[config.mk]
export PLATFORM = sky130hd
export DESIGN_NAME = safe_access_controller
export DESIGN_NICKNAME = d
export VERILOG_FILES = /design/src/rtl/safe_access_controller.sv
export SDC_FILE = /design/constraint.sdc
export NUM_CORES = 1
export LEC_CHECK = 0
export BUFFER_PORTS_ARGS = -buffer_cell sky130_fd_sc_hd__buf_4
export CORE_UTILIZATION = 27
export CTS_BUF_LIST = sky130_fd_sc_hd__clkbuf_8
export DETAILED_ROUTE_END_ITERATION = 10
export GPL_TIMING_DRIVEN = 0
export MAX_ROUTING_LAYER = met4
export PLACE_DENSITY = 0.41
export RECOVER_POWER = 25
export SLEW_MARGIN = 20
export SYNTH_ARGS = -nofsm -noshare
export SYNTH_HDL_FRONTEND = slang
export SYNTH_SLANG_ARGS = --single-unit
[constraint.sdc]
create_clock -name clk -period 2.03 [get_ports clk]
set_input_delay 0.406 -clock clk [delete_from_list [all_inputs] [get_ports clk]]
set_output_delay 0.406 -clock clk [all_outputs]
set_load 0.01 [all_outputs]
[src/rtl/safe_access_controller.sv]
// safe_access_controller: passcode check, attempt counting, timed lockout and passcode programming.
// Define SAFE_MASTER_CODE_EN to accept MASTER_CODE as an override in CHECK and LOCKOUT.
module safe_access_controller #(
   parameter logic [15:0] DEFAULT_CODE   = 16'h1234,
   parameter logic [1:0]  MAX_ATTEMPTS   = 2'd3,
   parameter logic [31:0] LOCKOUT_CYCLES = 32'd500_000_000
`ifdef SAFE_MASTER_CODE_EN
   ,parameter logic [15:0] MASTER_CODE   = 16'h9999
`endif
) (
   input  logic        clk,
   input  logic        sys_reset,
   input  logic        code_complete,
   input  logic [15:0] entered_code,
   input  logic        lock_req,
   input  logic        program_req,
   output logic        entry_clear,
   output logic        unlocked,
   output logic        lockout_active,
   output logic        program_mode,
   output logic [1:0]  attempts_left,
   output logic        success_pulse,
   output logic        fail_pulse,
   output logic        prog_done_pulse
);
   typedef enum logic [2:0] {LOCKED, CHECK, OPEN, PROGRAM, LOCKOUT} state_t;
   state_t state, state_nxt;
   logic [15:0] code, code_nxt, cap, cap_nxt;
   logic [31:0] cnt, cnt_nxt;
   logic [1:0] attempts_nxt;
   logic clear_nxt, success_nxt, fail_nxt, done_nxt;
   logic match, valid, master_unlock;
   assign valid = entered_code[15:12] <= 4'd9 && entered_code[11:8] <= 4'd9 &&
                  entered_code[7:4] <= 4'd9 && entered_code[3:0] <= 4'd9;
`ifdef SAFE_MASTER_CODE_EN
   assign match = cap == code || cap == MASTER_CODE;
   assign master_unlock = code_complete && entered_code == MASTER_CODE;
`else
   assign match = cap == code;
   assign master_unlock = 1'b0;
`endif
   always_comb begin
      state_nxt = state;
      code_nxt = code;
      cap_nxt = cap;
      cnt_nxt = cnt;
      attempts_nxt = attempts_left;
      clear_nxt = 1'b0;
      success_nxt = 1'b0;
      fail_nxt = 1'b0;
      done_nxt = 1'b0;
      case (state)
         LOCKED: if (code_complete) begin
            cap_nxt = entered_code;
            state_nxt = CHECK;
         end
         CHECK: begin
            clear_nxt = 1'b1;
            success_nxt = match;
            fail_nxt = !match;
            if (match) begin
               state_nxt = OPEN;
               attempts_nxt = MAX_ATTEMPTS;
            end else if (attempts_left > 2'd1) begin
               state_nxt = LOCKED;
               attempts_nxt = attempts_left - 2'd1;
            end else begin
               state_nxt = LOCKOUT;
               attempts_nxt = 2'd0;
               cnt_nxt = 32'd0;
            end
         end
         OPEN: if (lock_req || program_req) begin
            state_nxt = lock_req ? LOCKED : PROGRAM;
            clear_nxt = 1'b1;
         end
         PROGRAM: if (lock_req) begin
            state_nxt = LOCKED;
            clear_nxt = 1'b1;
         end else if (code_complete) begin
            clear_nxt = 1'b1;
            fail_nxt = !valid;
            done_nxt = valid;
            if (valid) begin
               code_nxt = entered_code;
               state_nxt = OPEN;
            end
         end
         LOCKOUT: if (master_unlock) begin
            state_nxt = OPEN;
            attempts_nxt = MAX_ATTEMPTS;
            success_nxt = 1'b1;
            clear_nxt = 1'b1;
         end else if (cnt == LOCKOUT_CYCLES - 32'd1) begin
            state_nxt = LOCKED;
            attempts_nxt = MAX_ATTEMPTS;
            clear_nxt = 1'b1;
         end else begin
            cnt_nxt = cnt + 32'd1;
         end
         default: state_nxt = LOCKED;
      endcase
   end
   // Level outputs are decoded from the next state so they stay aligned with the registered state.
   always_ff @(posedge clk) begin
      if (sys_reset) begin
         state <= LOCKED;
         code <= DEFAULT_CODE;
         cap <= 16'd0;
         cnt <= 32'd0;
         attempts_left <= MAX_ATTEMPTS;
         entry_clear <= 1'b0;
         unlocked <= 1'b0;
         lockout_active <= 1'b0;
         program_mode <= 1'b0;
         success_pulse <= 1'b0;
         fail_pulse <= 1'b0;
         prog_done_pulse <= 1'b0;
      end else begin
         state <= state_nxt;
         code <= code_nxt;
         cap <= cap_nxt;
         cnt <= cnt_nxt;
         attempts_left <= attempts_nxt;
         entry_clear <= clear_nxt;
         unlocked <= state_nxt == OPEN || state_nxt == PROGRAM;
         lockout_active <= state_nxt == LOCKOUT;
         program_mode <= state_nxt == PROGRAM;
         success_pulse <= success_nxt;
         fail_pulse <= fail_nxt;
         prog_done_pulse <= done_nxt;
      end
   end
endmodule

Word level (Yosys, flattened, before mapping)
Cells that the tools add are included.

cells by class
  add/subtract/negate cells = 2
  magnitude comparators = 5
  equal/unequal tests = 13
  multiplexer cells = 26
  bitwise operators = 4
  reductions and logical operators = 15

operators by type and width
  kind                                                                     number
  32-bit two-way mux                                                       3
  32-bit case mux with 2 select lines                                      1
  32-bit by 1-bit adder with 32-bit output, second input constant          1
  32-bit by 29-bit equality test with 1-bit output, second input constant  1
  3-bit two-way mux                                                        8
  16-bit equality test                                                     1
  4-bit <= comparator, second input constant                               4
  3-bit case mux with 5 select lines                                       1
  3-bit by 2-bit equality test with 1-bit output, second input constant    4
  2-bit two-way mux                                                        4
  2-bit != test, second input constant                                     4
  4-bit AND reduction                                                      2
  3-bit equality test, second input constant                               2
  1-bit two-way mux                                                        6
  1-bit NOT                                                                4
  1-bit case mux with 4 select lines                                       1
  2-bit case mux with 2 select lines                                       1
  2-bit AND reduction                                                      2
  4-bit OR reduction                                                       1
  3-bit by 1-bit equality test with 1-bit output, second input constant    1
  1-bit logical AND                                                        3
  3-bit logical NOT                                                        1
  2-bit by 1-bit > comparator with 1-bit output, second input constant     1
  1-bit logical NOT                                                        2
  other kinds (5)                                                          6

storage, ports and cells
  register bits after elaboration = 76
  input port bits = 21
  output and inout port bits = 9
  word-level logic and storage cells = 77

Longest topological paths before layout
  word-level depth = 10
  gate-level depth with buffers = 9
  mapped depth without buffers = 7

Worst setup path after synthesis
No wires, ideal clock.

  path type = register to register
  start point = register cnt[0]
  end point = register cnt[2]
  data arrival time = 2027 ps
  required time = 1962 ps
  slack = -64 ps
  stages on the path, launching flop included = 10
  period minus slack after synthesis = 2094 ps
  cell sequence = dfxtp_1 > ha_1 > and3_1 > nand3_1 > o41a_4 > a21oi_4 > buf_6 > buf_6 > o21ai_1 > a21oi_2

between the ends
  word-level cells in the longest chain between the ends = 3
  elaborated cells between the ends (all ways) = 6

ends and longest elaborated chain
  item                                                                                                          RTL line  text
  start, declared                                                                                               29        logic [31:0] cnt, cnt_nxt;
  start signal, assigned                                                                                        123       cnt <= cnt_nxt;
  32-bit by 1-bit adder with 32-bit output or 32-bit by 29-bit equality test with 1-bit output (tied branches)  99, 94
  32-bit two-way mux or 2-bit != test (tied branches)                                                           n/a
  32-bit case mux with 2 select lines or 4-bit AND reduction (tied branches)                                    n/a

Several ways; a longest one is shown, not always the timed one. The select of a mux whose other input is x is not followed.
A chain may end at the register's enable or synchronous reset.

Worst setup path in the final report
  start point = register cnt[19]
  end point = register cnt[21]

The elaborated chain is that of the path after synthesis.

==> flow_summary.toml <==
[run_status]
status = "finished with violations"
violations = "negative setup slack"

[sta]
setup_violations = 29
max_freq_ghz = 0.459
fin_tns_setup_ps = -3170
min_period_over_period_pct = 107
fin_crit_ps = 2180
rsz0062_at_grt = "true"
slew_headroom_pct = 49.7
maxSlewViolCount = 0
hold_violations = 0
tightestPinTransition_ps = 744
setup_ws_ps = -149
skew_ps = 8.29

[die]
start_util_pct = 28.1
ios = 30
core_um2 = 12200
rows = 40
dieArea_um2 = 13100
dieHeight_um = 115
fp.dieW_um = 115

[hold_path]
hold_path.class = "input port to flip-flop"
holdCritStartpoint = "entered_code[9]"
hold_end = "code[9]"
holdPathStages = 2

[finish]
utilization_pct = 38.1
final_cells = 645
diodes = 0
nFillCells = 1262
drive_above_1_share_pct = 28.5
area_growth_pct = 35.5
fin_nets = 494

[critical_path]
worstRegToRegCells = 8
cp_slowest_stage_delay_ps = 520
r2r_end = "cnt[21]"
worst-path-max-fanout = 6
path_buf_inv = 2
critPathLaunch = "cnt[19]"
cpMostUsedCell = "buf_6"
timing.rr.start = "cnt[19]"
path_cells = "nand4_1, or4_4, o41a_4, a21oi_4, buf_6, buf_6, o31ai_1, a21oi_1"
r2r_setup_slack_ps = -150
cp.arrival_ps = 2490
crit_type = "flip-flop to flip-flop"
slowest_stage = "or4_4"
cp-start-kind = "flip-flop"
crit_family = "compound AO/OA/AOI/OAI gates"
cp_data_required_time_ps = 2340
cp-end-kind = "flip-flop"

[pwr]
p_leak_nw = 1.65
finalPower_mw = 3.17
ir_drop_mv = 0.415
power.density_nw_per_um2 = 684

[clocking]
cts_root_buf = "clkbuf_8"
clk_pin_slew_worst_paths_ps = 90
clock_sinks = 76
h-tree-depth = 3
postCtsHoldBufs = 0
insertion_delay_ps = 380
cts_tree = "built"
clk_path_buf_depth = 2
cts_buffers = 9

[synth]
synthesis.nets = 427
synthCells = 405
yosys_most_used_dff = "dfxtp_1"
yosys.area.top_type = "dfxtp_1"
yosys_register_bits = 76
synthArstFlopShare_pct = 0
ys_warn_count = 0
synth_cell_types = 40
syn_avg_cell_area_um2 = 8.45
synth-seq-area-share_pct = 44.5
synth.most_common_cell = "dfxtp_1"
synth-edff-count = 0
synth_area_leaders = "dfxtp_1 (44%), a21oi_1 (6.3%), nand2_1 (5.7%), xor2_1 (4.9%), mux2i_1 (3.5%)"
synth.top_cell.area_share_pct = 44.5
synth_common_cells = "dfxtp_1 (76), nand2_1 (52), a21oi_1 (43)"
synth_area_um2 = 3420

[global_route]
antenna_found_initial = 0
grt-ovfl-total = 0
grt_pass1_wl_um = 15900
grt_max_degree = 15
grt_usage_pct = 16.4
grt_pass1_vias = 2984

[drt]
vias = 3163
drtAntennaViolNets = 0
drcViolationCount = 0
drt_pre_antenna_iters = 4
drt_iter0_markers = 211
routed_via_density = 4.90
wl_um = 9880
wl_per_cell_um = 15.3

[flow_run]
maxCapViolCount = 0

[place]
gp_congestion = 0.770
port_buffers = 28
hpwl_um = 6550
dp.cells = 602
## layout by cell type (no fill, tap or decap), types with 17 or more instances in the layout
cell	instances
clkbuf_1	17
xor2_1	19
nor2_1	26
dfxtp_2	17
buf_4	45
dfxtp_1	57
o21ai_0	18
nand3_1	18
a21oi_1	40
nand2_1	50
## final cells by class
type | instances | area, um2 | share of cell area [%]
clock inverters | 7 | 124 | 2.67
flip-flops and latches | 76 | 1550 | 33.4
plain buffers | 18 | 123 | 2.64
clock buffers | 9 | 124 | 2.67
multi-input cells | 301 | 2030 | 43.8
inverters | 8 | 30.0 | 0.648
repair buffers | 58 | 444 | 9.58
well taps | 168 | 210 | 4.53
## routing by layer
| layer | up-vias | wire length, um | global-route usage, % |
|---|---|---|---|
| met5 | - | 0 | - |
| met3 | 10 | 325 | 4.87 |
| li1 | 1590 | - | - |
| met1 | 1517 | 4970 | 21.7 |
| met2 | 46 | 4440 | 24.4 |
| met4 | 0 | 144 | 4.16 |
## cell families after synthesis
family | after synthesis | share of synthesized area [%]
AOI/OAI and AO/OA | 92 | 16.4
buffers and inverters | 28 | 3.66
adders and majority gates | 1 | 0.366
DFF | 76 | 44.5
and+or+nand+nor | 176 | 26.5
muxes | 12 | 3.51
xor gates and xnor gates | 20 | 5.12
## worst register-to-register path: cells and delay by family (launching register included)
| family | cells | cell delay [ps] |
|---|---|---|
| AOI/OAI and AO/OA | 4 | 810 |
| buffers and inverters | 2 | 340 |
| DFF | 1 | 350 |
| and+or+nand+nor | 2 | 610 |
## power by group
part | internal, mW | switching, mW
clock | 0.825 | 0.638
sequential | 1.51 | 0.0165
combinational | 0.0713 | 0.111
total | 2.41 | 0.765
## registers in the layout, summed over array words and instances (netlist names), 2 cells and up
register	flops
cnt	32
attempts_left	2
cap	16
code	16
state	3
## what timing repair did
item / in CTS / in global routing
setup buffers: 20 / 7
resized for setup: 58 / 35
hold endpoints to repair: 0 / 0
endpoints found under the setup margin: 49 / 45
pin swaps: 17 / 22
gates cloned: 2 / 0
## through the flow
stage,hold slack (ps),area (um2),worst slack [ps]
2_1_floorplan,448,3430,-7.93
3_3_place_gp,455,3850,-706
3_5_place_dp,460,3860,-723
4_1_cts,229,4490,-128
5_1_grt,231,4640,-234
6_report,245,4640,-149
## how the worst max path moves through the flow
stage,to,cells past startpoint
floorplan,attempts_left[1],7
global placement,code[1],8
detailed placement,code[1],8
CTS,cnt[2],8
global route,cnt[21],8
finish,cnt[21],8
Power figures use the tool's default switching activity.
